### config.mk
export PLATFORM = sky130hd
export DESIGN_NAME = ikaopm_dac_emu
export DESIGN_NICKNAME = d
export VERILOG_FILES = /design/src/rtl/ikaopm_dac_pkg.sv /design/src/rtl/ikaopm_dac_fp_decode.sv /design/src/rtl/ikaopm_dac_emu.sv
export SDC_FILE = /design/constraint.sdc
export NUM_CORES = 1
export LEC_CHECK = 0
export CORE_MARGIN = 8
export CORE_UTILIZATION = 38
export CTS_CLUSTER_DIAMETER = 40
export DETAILED_ROUTE_END_ITERATION = 12
export GPL_ROUTABILITY_DRIVEN = 0
export MAX_ROUTING_LAYER = met4
export PLACE_DENSITY = 0.69
export SLEW_MARGIN = 30
export SYNTH_ARGS = -nofsm -noshare
export SYNTH_HDL_FRONTEND = slang
export SYNTH_SLANG_ARGS = --single-unit
export TNS_END_PERCENT = 100
### constraint.sdc
create_clock -name i_EMUCLK -period 4.35 [get_ports i_EMUCLK]
set_clock_uncertainty 0.15 [all_clocks]
set_input_delay 1.305 -clock i_EMUCLK [delete_from_list [all_inputs] [get_ports i_EMUCLK]]
set_output_delay 1.305 -clock i_EMUCLK [all_outputs]
set_load 0.01 [all_outputs]
### src/rtl/ikaopm_dac_pkg.sv
// Shared definitions for the floating-point DAC model.
// Contents: receive FSM state type, frame geometry constants, mantissa offset.
package ikaopm_dac_pkg;

  localparam int unsigned FRAME_LEN = 16;  // ticks per channel frame
  localparam int unsigned DATA_BITS = 13;  // 9 magnitude + 1 sign + 3 exponent

  // Offset-binary to two's complement: flipping the top bit of {s, m}.
  localparam logic [9:0] MANT_OFFSET = 10'h200;

  typedef enum logic [1:0] {
    StIdle,
    StRecvR,
    StRecvL
  } dac_state_e;

endpackage

### src/rtl/ikaopm_dac_fp_decode.sv
// Combinational floating-point to linear decoder.
// Ports:
//   sign_i   - sign bit s (1 = positive)
//   mant_i   - 9-bit mantissa magnitude m
//   expo_i   - 3-bit exponent e (0 = silence)
//   linear_o - 16-bit two's complement linear sample
module ikaopm_dac_fp_decode
  import ikaopm_dac_pkg::*;
(
  input  logic       sign_i,
  input  logic [8:0] mant_i,
  input  logic [2:0] expo_i,
  output logic [15:0] linear_o
);

  logic        [9:0]  v10;
  logic signed [15:0] v16;
  logic        [2:0]  shamt;

  always_comb begin
    v10   = {sign_i, mant_i} ^ MANT_OFFSET;
    v16   = {{6{v10[9]}}, v10};
    shamt = expo_i - 3'd1;
    // Largest shift is 6, so a 10-bit value never overflows 16 bits.
    linear_o = (expo_i == 3'd0) ? 16'h0000 : (v16 <<< shamt);
  end

endmodule

### src/rtl/ikaopm_dac_emu.sv
// Emulator model of the companion floating-point DAC.
// Deserializes the LSB-first sound stream framed by SH1 (right) / SH2 (left),
// decodes each 13-bit float into a 16-bit linear sample and pulses a VALID.
// Ports:
//   i_EMUCLK      - master clock
//   i_MRST        - asynchronous active-high reset
//   i_phi1_NCEN_n - active-low tick enable
//   i_SO          - serial data
//   i_SH1/i_SH2   - right/left frame strobes
//   o_R_PO/o_L_PO - right/left samples
//   o_R_VALID/o_L_VALID - one-tick update pulses
//   o_FRAME_ERR   - one-tick pulse on short or colliding frames
// Build option: define IKAOPM_DAC_LOWPASS_EN to average each new sample with
// the previous output of the same channel.
module ikaopm_dac_emu
  import ikaopm_dac_pkg::*;
(
  input  logic        i_EMUCLK,
  input  logic        i_MRST,
  input  logic        i_phi1_NCEN_n,
  input  logic        i_SO,
  input  logic        i_SH1,
  input  logic        i_SH2,
  output logic [15:0] o_R_PO,
  output logic [15:0] o_L_PO,
  output logic        o_R_VALID,
  output logic        o_L_VALID,
  output logic        o_FRAME_ERR
);

  localparam logic [4:0] CntMax   = 5'(FRAME_LEN);
  localparam logic [4:0] DataBits = 5'(DATA_BITS);

  dac_state_e  state_q, state_d;
  logic [4:0]  cnt_q, cnt_d;
  logic [12:0] shreg_q, shreg_d;
  logic        sh1_z_q, sh1_z_d, sh2_z_q, sh2_z_d;
  logic [15:0] r_po_q, r_po_d, l_po_q, l_po_d;
  logic        r_valid_q, r_valid_d, l_valid_q, l_valid_d;
  logic        frame_err_q, frame_err_d;

  logic        sh1_rise, sh2_rise;
  logic        recv_r, own_strobe, other_rise;
  logic [15:0] linear, r_new, l_new;

  // One decoder serves both channels: frames never overlap.
  ikaopm_dac_fp_decode u_decode (
    .sign_i   (shreg_q[9]),
    .mant_i   (shreg_q[8:0]),
    .expo_i   (shreg_q[12:10]),
    .linear_o (linear)
  );

`ifdef IKAOPM_DAC_LOWPASS_EN
  logic [16:0] r_sum, l_sum;
  assign r_sum = {r_po_q[15], r_po_q} + {linear[15], linear};
  assign l_sum = {l_po_q[15], l_po_q} + {linear[15], linear};
  assign r_new = r_sum[16:1];
  assign l_new = l_sum[16:1];
`else
  assign r_new = linear;
  assign l_new = linear;
`endif

  assign sh1_rise   = i_SH1 & ~sh1_z_q;
  assign sh2_rise   = i_SH2 & ~sh2_z_q;
  assign recv_r     = (state_q == StRecvR);
  assign own_strobe = recv_r ? i_SH1 : i_SH2;
  assign other_rise = recv_r ? sh2_rise : sh1_rise;

  always_comb begin
    state_d     = state_q;
    cnt_d       = cnt_q;
    shreg_d     = shreg_q;
    sh1_z_d     = i_SH1;
    sh2_z_d     = i_SH2;
    r_po_d      = r_po_q;
    l_po_d      = l_po_q;
    r_valid_d   = 1'b0;
    l_valid_d   = 1'b0;
    frame_err_d = 1'b0;
    unique case (state_q)
      StIdle: begin
        if (sh1_rise && sh2_rise) begin
          frame_err_d = 1'b1;
        end else if ((sh1_rise && !i_SH2) || (sh2_rise && !i_SH1)) begin
          state_d = sh1_rise ? StRecvR : StRecvL;
          cnt_d   = 5'd1;
          shreg_d = {12'h000, i_SO};
        end
      end
      StRecvR, StRecvL: begin
        if (other_rise) begin
          frame_err_d = 1'b1;
          state_d     = StIdle;
        end else if (own_strobe) begin
          if (cnt_q < DataBits) shreg_d[cnt_q[3:0]] = i_SO;
          if (cnt_q < CntMax) cnt_d = cnt_q + 5'd1;
        end else begin
          state_d = StIdle;
          if (cnt_q >= DataBits) begin
            if (recv_r) begin
              r_po_d    = r_new;
              r_valid_d = 1'b1;
            end else begin
              l_po_d    = l_new;
              l_valid_d = 1'b1;
            end
          end else begin
            frame_err_d = 1'b1;
          end
        end
      end
      default: state_d = StIdle;
    endcase
  end

  always_ff @(posedge i_EMUCLK or posedge i_MRST) begin
    if (i_MRST) begin
      state_q     <= StIdle;
      cnt_q       <= 5'd0;
      shreg_q     <= 13'h0000;
      sh1_z_q     <= 1'b0;
      sh2_z_q     <= 1'b0;
      r_po_q      <= 16'h0000;
      l_po_q      <= 16'h0000;
      r_valid_q   <= 1'b0;
      l_valid_q   <= 1'b0;
      frame_err_q <= 1'b0;
    end else if (!i_phi1_NCEN_n) begin
      state_q     <= state_d;
      cnt_q       <= cnt_d;
      shreg_q     <= shreg_d;
      sh1_z_q     <= sh1_z_d;
      sh2_z_q     <= sh2_z_d;
      r_po_q      <= r_po_d;
      l_po_q      <= l_po_d;
      r_valid_q   <= r_valid_d;
      l_valid_q   <= l_valid_d;
      frame_err_q <= frame_err_d;
    end
  end

  assign o_R_PO      = r_po_q;
  assign o_L_PO      = l_po_q;
  assign o_R_VALID   = r_valid_q;
  assign o_L_VALID   = l_valid_q;
  assign o_FRAME_ERR = frame_err_q;

endmodule

-- Word-level counts from Yosys, hierarchy flattened
Cells that the tools add are included.
- reduce and logical (&&, ||, !) cells: 16
- bitwise logic cells: 9
- shift operators: 1
- multiplexer cells: 39
- equal/unequal tests: 9
- $add $sub $neg: 2
- order comparisons: 5
- operators with widths (kind ; number):
    $mux 13 ; 5
    $pmux 13 s2 ; 1
    $mux 5 ; 5
    $mux 1 ; 17
    $mux 16 ; 1
    $sshl 16x3->16 ; 1
    $reduce_and 7->1 ; 2
    $bwmux 13 ; 1
    $ne 2x2->1 const B ; 6
    $reduce_and 6->1 ; 2
    $mux 2 ; 5
    $pmux 5 s2 ; 1
    $not 1->1 ; 7
    $add 5x1->5 const B ; 1
    $ge 5x4->1 const B ; 1
    $lt 4x5->1 const B ; 1
    $lt 5x4->1 const B ; 1
    $lt 5x5->1 const B ; 1
    $demux 1 s4 ; 1
    $ge 4x1->1 const B ; 1
    $logic_and 1x1->1 ; 4
    $pmux 2 s2 ; 1
    $reduce_and 4->1 ; 1
    $logic_not 3->1 ; 1
    11 further kinds ; 13
- word-level logic and storage cells: 91
- output and inout port bits: 35
- register bits after elaboration: 57

-- Depth between registers and ports, before layout
- depth after elaboration: 9
- depth in mapped cells: 11
- depth with buffers taken out: 7

-- Modules after synthesis
From an unflattened synthesis, not the netlist that was laid out.
- cell total of the unflattened synthesis: 279
- area total of the unflattened synthesis: 3171.8 µm²
- by module, submodules not included (module ; sequential area each (µm²) ; instances ; area an instance (µm²) ; cells each):
    ikaopm_dac_emu ; 1426.4 ; 1 ; 2712.6 ; 222
    ikaopm_dac_fp_decode ; 0.0 ; 1 ; 459.2 ; 57

-- Least setup slack after synthesis
Ideal clock, no wire load.
- path type: reg2reg
- start: register shreg_q[10]
- end: register l_po_q[9] (netlist: o_L_PO[9])
- slack: 1457 ps
- buffers on the path: 3
- arrival: 2618 ps
- stages on the path, launching flop included: 10
- path through: dfrtp_1 -> buf_2 -> buf_2 -> clkinv_1 -> ha_1 -> buf_6 -> mux2_2 -> mux4_2 -> a22o_1 -> mux2_2
- cells in the longest elaborated chain, start to end: 3
- RTL lines (item ; line ; RTL):
    start, declared ; ikaopm_dac_emu.sv:36 ; logic [12:0] shreg_q, shreg_d;
    start signal, assigned ; ikaopm_dac_emu.sv:133 ; shreg_q <= shreg_d;
    $sub 3x1->3 ; ikaopm_dac_fp_decode.sv:23 ; shamt = expo_i - 3'd1;
    $sshl 16x3->16 ; ikaopm_dac_fp_decode.sv:25 ; linear_o = (expo_i == 3'd0) ? 16'h0000 : (v16 <<< shamt);
    $mux 16 * ; ikaopm_dac_fp_decode.sv:25 ;
    end signal, assigned ; ikaopm_dac_emu.sv:137 ; l_po_q <= l_po_d;
    end, declared ; ikaopm_dac_emu.sv:38 ; logic [15:0] r_po_q, r_po_d, l_po_q, l_po_d;
Mark *: on every way between the ends. The rest lies on a longest branch, timed or not.
A chain may end at the register's enable or synchronous reset.

-- Final worst setup path
- start: input i_SH1
- end: register shreg_q[3]
- cells in the longest elaborated chain, start to end: 5
- RTL lines (item ; line ; RTL):
    start, declared ; ikaopm_dac_emu.sv:22 ; input logic i_SH1,
    $and 1x1->1 / $logic_not 1->1 (equally long branches) ; ikaopm_dac_emu.sv:65, ikaopm_dac_emu.sv:86 ;
    $logic_and 1x1->1 ; ikaopm_dac_emu.sv:86 ; end else if ((sh1_rise && !i_SH2) || (sh2_rise && !i_SH1)) begin
    $logic_or 1x1->1 ; ikaopm_dac_emu.sv:86 ;
    $ne 2x2->1 (no line) ; -- ;
    $reduce_and 7->1 (no line) * ; -- ;
Marked as above.

==> flow_metrics.tcl <==
set metrics [dict create \
    diodes 0 \
    fin_util_pct 46.3 \
    slew_headroom_pct 47.5 \
    die_height_um 110 \
    hpwl_um 5750 \
    num_rows 34 \
    clk_latency_ns 0.33 \
    cts_tree "yes" \
    worstPathRequired_ns 4.47 \
    status "complete, no violations" \
    rr_worst_depth 6 \
    peakVddDrop_mv 0.375 \
    ys_seq_area_share_pct 42.3 \
    hold_viol 0 \
    die_area_mm2 0.0121 \
    r2r-start "shreg_q[10]$_DFFE_PP0P_" \
    cts_inserted_buffers 9 \
    clk_path_buf_depth 2 \
    cp.arrival_ns 3.48 \
    synth.most_common_cell "dfrtp_1" \
    fin_crit_sh_pct 77.2 \
    holdBufCountCts 0 \
    grt_max_degree 38 \
    antenna_found_initial 0 \
    grt_pass1_wl_um 13700 \
    async_flop_share_pct 100 \
    finalInstanceArea_mm2 0.00401 \
    netlist_top_cells_area "dfrtp_1 (42%), mux2_2 (12%), a21oi_1 (3.4%)" \
    syn_area_mm2 0.00337 \
    rsz0062_at_grt "no" \
    start_kind "input port" \
    wirelength_um 8030 \
    setup_tns_ns 0 \
    worst-slew-pin-transition_ns 0.788 \
    hold_end "shreg_q[11]$_DFFE_PP0P_" \
    final_cells 480 \
    fmax_ghz 0.298 \
    syn-num-nets 347 \
    fp.coreArea_mm2 0.00868 \
    start_util_pct 38.8 \
    min_period_ns 3.36 \
    nNetsFinal 383 \
    syn_area_per_cell_um2 10.1 \
    ant_nets 0 \
    io_buffers 40 \
    holdPathStages 1 \
    hold_path.class "reg2reg" \
    grt_pass1_vias 2730 \
    cts.sinks 57 \
    maxCapViolCount 0 \
    postCtsResizedCells 0 \
    netlist.area_leader.share_pct 42.3 \
    drtIter0Drc 179 \
    post_cts_buffers 0 \
    h-tree-depth 3 \
    grtUsageTotal_pct 14.7 \
    yosysTopAreaCell "dfrtp_1" \
    remaining_drc_errors 0 \
    synth_cell_types 53 \
    path_max_fanout 11 \
    post-place-cells 465 \
    ys_ff_latch 57 \
    synth_warnings 0 \
    drive_above_1_share_pct 18.3 \
    r2r_end "o_L_PO[9]$_DFFE_PP0P_" \
    syn_inst 332 \
    r2r_slack_ns 1.10 \
    p_leak_nw 1.84 \
    overflow 0 \
    num_vias 2729 \
    ys.flop_type "dfrtp_1" \
    setup_viol 0 \
    synthTopCellsByCount "dfrtp_1 (57), mux2_2 (36), nand2_1 (28), nor2_1 (25), a21oi_1 (23)" \
    area_growth_pct 19.2 \
    end_kind "flip-flop" \
    avgRoutedWirePerCell_um 16.7 \
    ioPinCount 41 \
    clockRootBuffer "clkbuf_8" \
    viasPerCell 5.69 \
    synth_edf_count 0 \
    dr.pass1.iters 5 \
    hp-start "shreg_q[11]$_DFFE_PP0P_" \
    slew_viol_final 0 \
    cellPowerDensity_mw_per_mm2 695 \
    clk_pin_slew_ns 0.06 \
    crit_type "in2reg" \
    chipWidth_um 110 \
    place_area_mm2 0.00385 \
]
==> power by group <==
group	switching (W)	internal (W)
Combinational	0.000854	0.000700
Clock	0.000202	0.000217
Sequential	0.000159	0.000659
==> worst max-delay path by stage <==
stage                                  startpoint                 endpoint  slack (ns)  depth (start not counted)
after floorplan           shreg_q[10]$_DFFE_PP0P_    o_L_PO[9]$_DFFE_PP0P_        1.46                          9
after global placement                      i_SH1   shreg_q[3]$_DFFE_PP0P_        0.70                          6
after detailed placement                    i_SH1   shreg_q[3]$_DFFE_PP0P_        0.66                          6
after CTS                                   i_SH1  shreg_q[12]$_DFFE_PP0P_        1.02                          6
after global routing                        i_SH1   shreg_q[3]$_DFFE_PP0P_        0.91                          6
final                                       i_SH1   shreg_q[3]$_DFFE_PP0P_        0.99                          6
==> stage by stage <==
stage	hold WS (ns)	setup slack, ns	total power (W)
after global routing	0.353	0.909	0.00302
final	0.335	0.993	0.00279
after floorplan	0.309	1.46	0.00197
after global placement	0.316	0.700	0.00232
after CTS	0.341	1.02	0.00280
after detailed placement	0.321	0.659	0.00237
==> cells by family (layout without fill, tap and decap cells) <==
family	after synthesis	in the layout	synth area share, %
compound gates	85	85	17.3
flops	57	57	42.3
buf+inv	34	74	4.61
mux	49	49	17.5
simple gates	98	98	14.9
fa+ha+maj	9	9	3.34
==> cell usage in the layout, fill, tap and decap left out, types with 3 or more instances in the layout <==
| cell | n |
|---|---|
| mux2i_1 | 8 |
| nor4_1 | 3 |
| nand3_1 | 6 |
| mux4_2 | 4 |
| nand2_1 | 28 |
| clkdlybuf4s50_1 | 40 |
| and3_1 | 11 |
| o22ai_1 | 7 |
| a211oi_1 | 5 |
| ha_1 | 9 |
| nor2_1 | 25 |
| a21oi_1 | 23 |
| inv_1 | 12 |
| clkbuf_8 | 10 |
| buf_4 | 5 |
| dfrtp_1 | 57 |
| mux2_2 | 36 |
| nor2b_1 | 7 |
| a211o_1 | 10 |
| nand2b_1 | 3 |
| o21ai_0 | 15 |
| a31oi_1 | 3 |
==> flip-flops by register name, summed over array words and instances (netlist names) <==
name         flops
o_L_PO          16
o_R_PO          16
sh1_z_q          1
sh2_z_q          1
o_R_VALID        1
o_FRAME_ERR      1
o_L_VALID        1
shreg_q         13
cnt_q            5
state_q          2
==> final cells by class <==
type / count / area [um2]
Clock inverter: 3 / 17.5
Inverter: 14 / 52.6
Clock buffer: 12 / 145
Sequential cell: 57 / 1430
Tap cell: 108 / 135
Multi-Input combinational cell: 241 / 1800
Fill cell: 830 / 4660
Timing Repair Buffer: 45 / 438
==> layer usage <==
metal,GRT usage [%],vias to the layer above,part of all wire (%)
met2,21.7,75,47
met1,18.5,1349,45
met3,4.19,10,6.4
met4,6.09,0,1.6
met5,-,-,0
li1,-,1295,-
==> worst max-delay path, stage by stage <==
cell and delay [ns]:
clkdlybuf4s50_1 0.55, or3b_1 0.40, a31o_4 0.29, nor4b_4 0.55, and2_4 0.25, a221o_1 0.13
No activity file was read; power rests on OpenSTA's default activity.
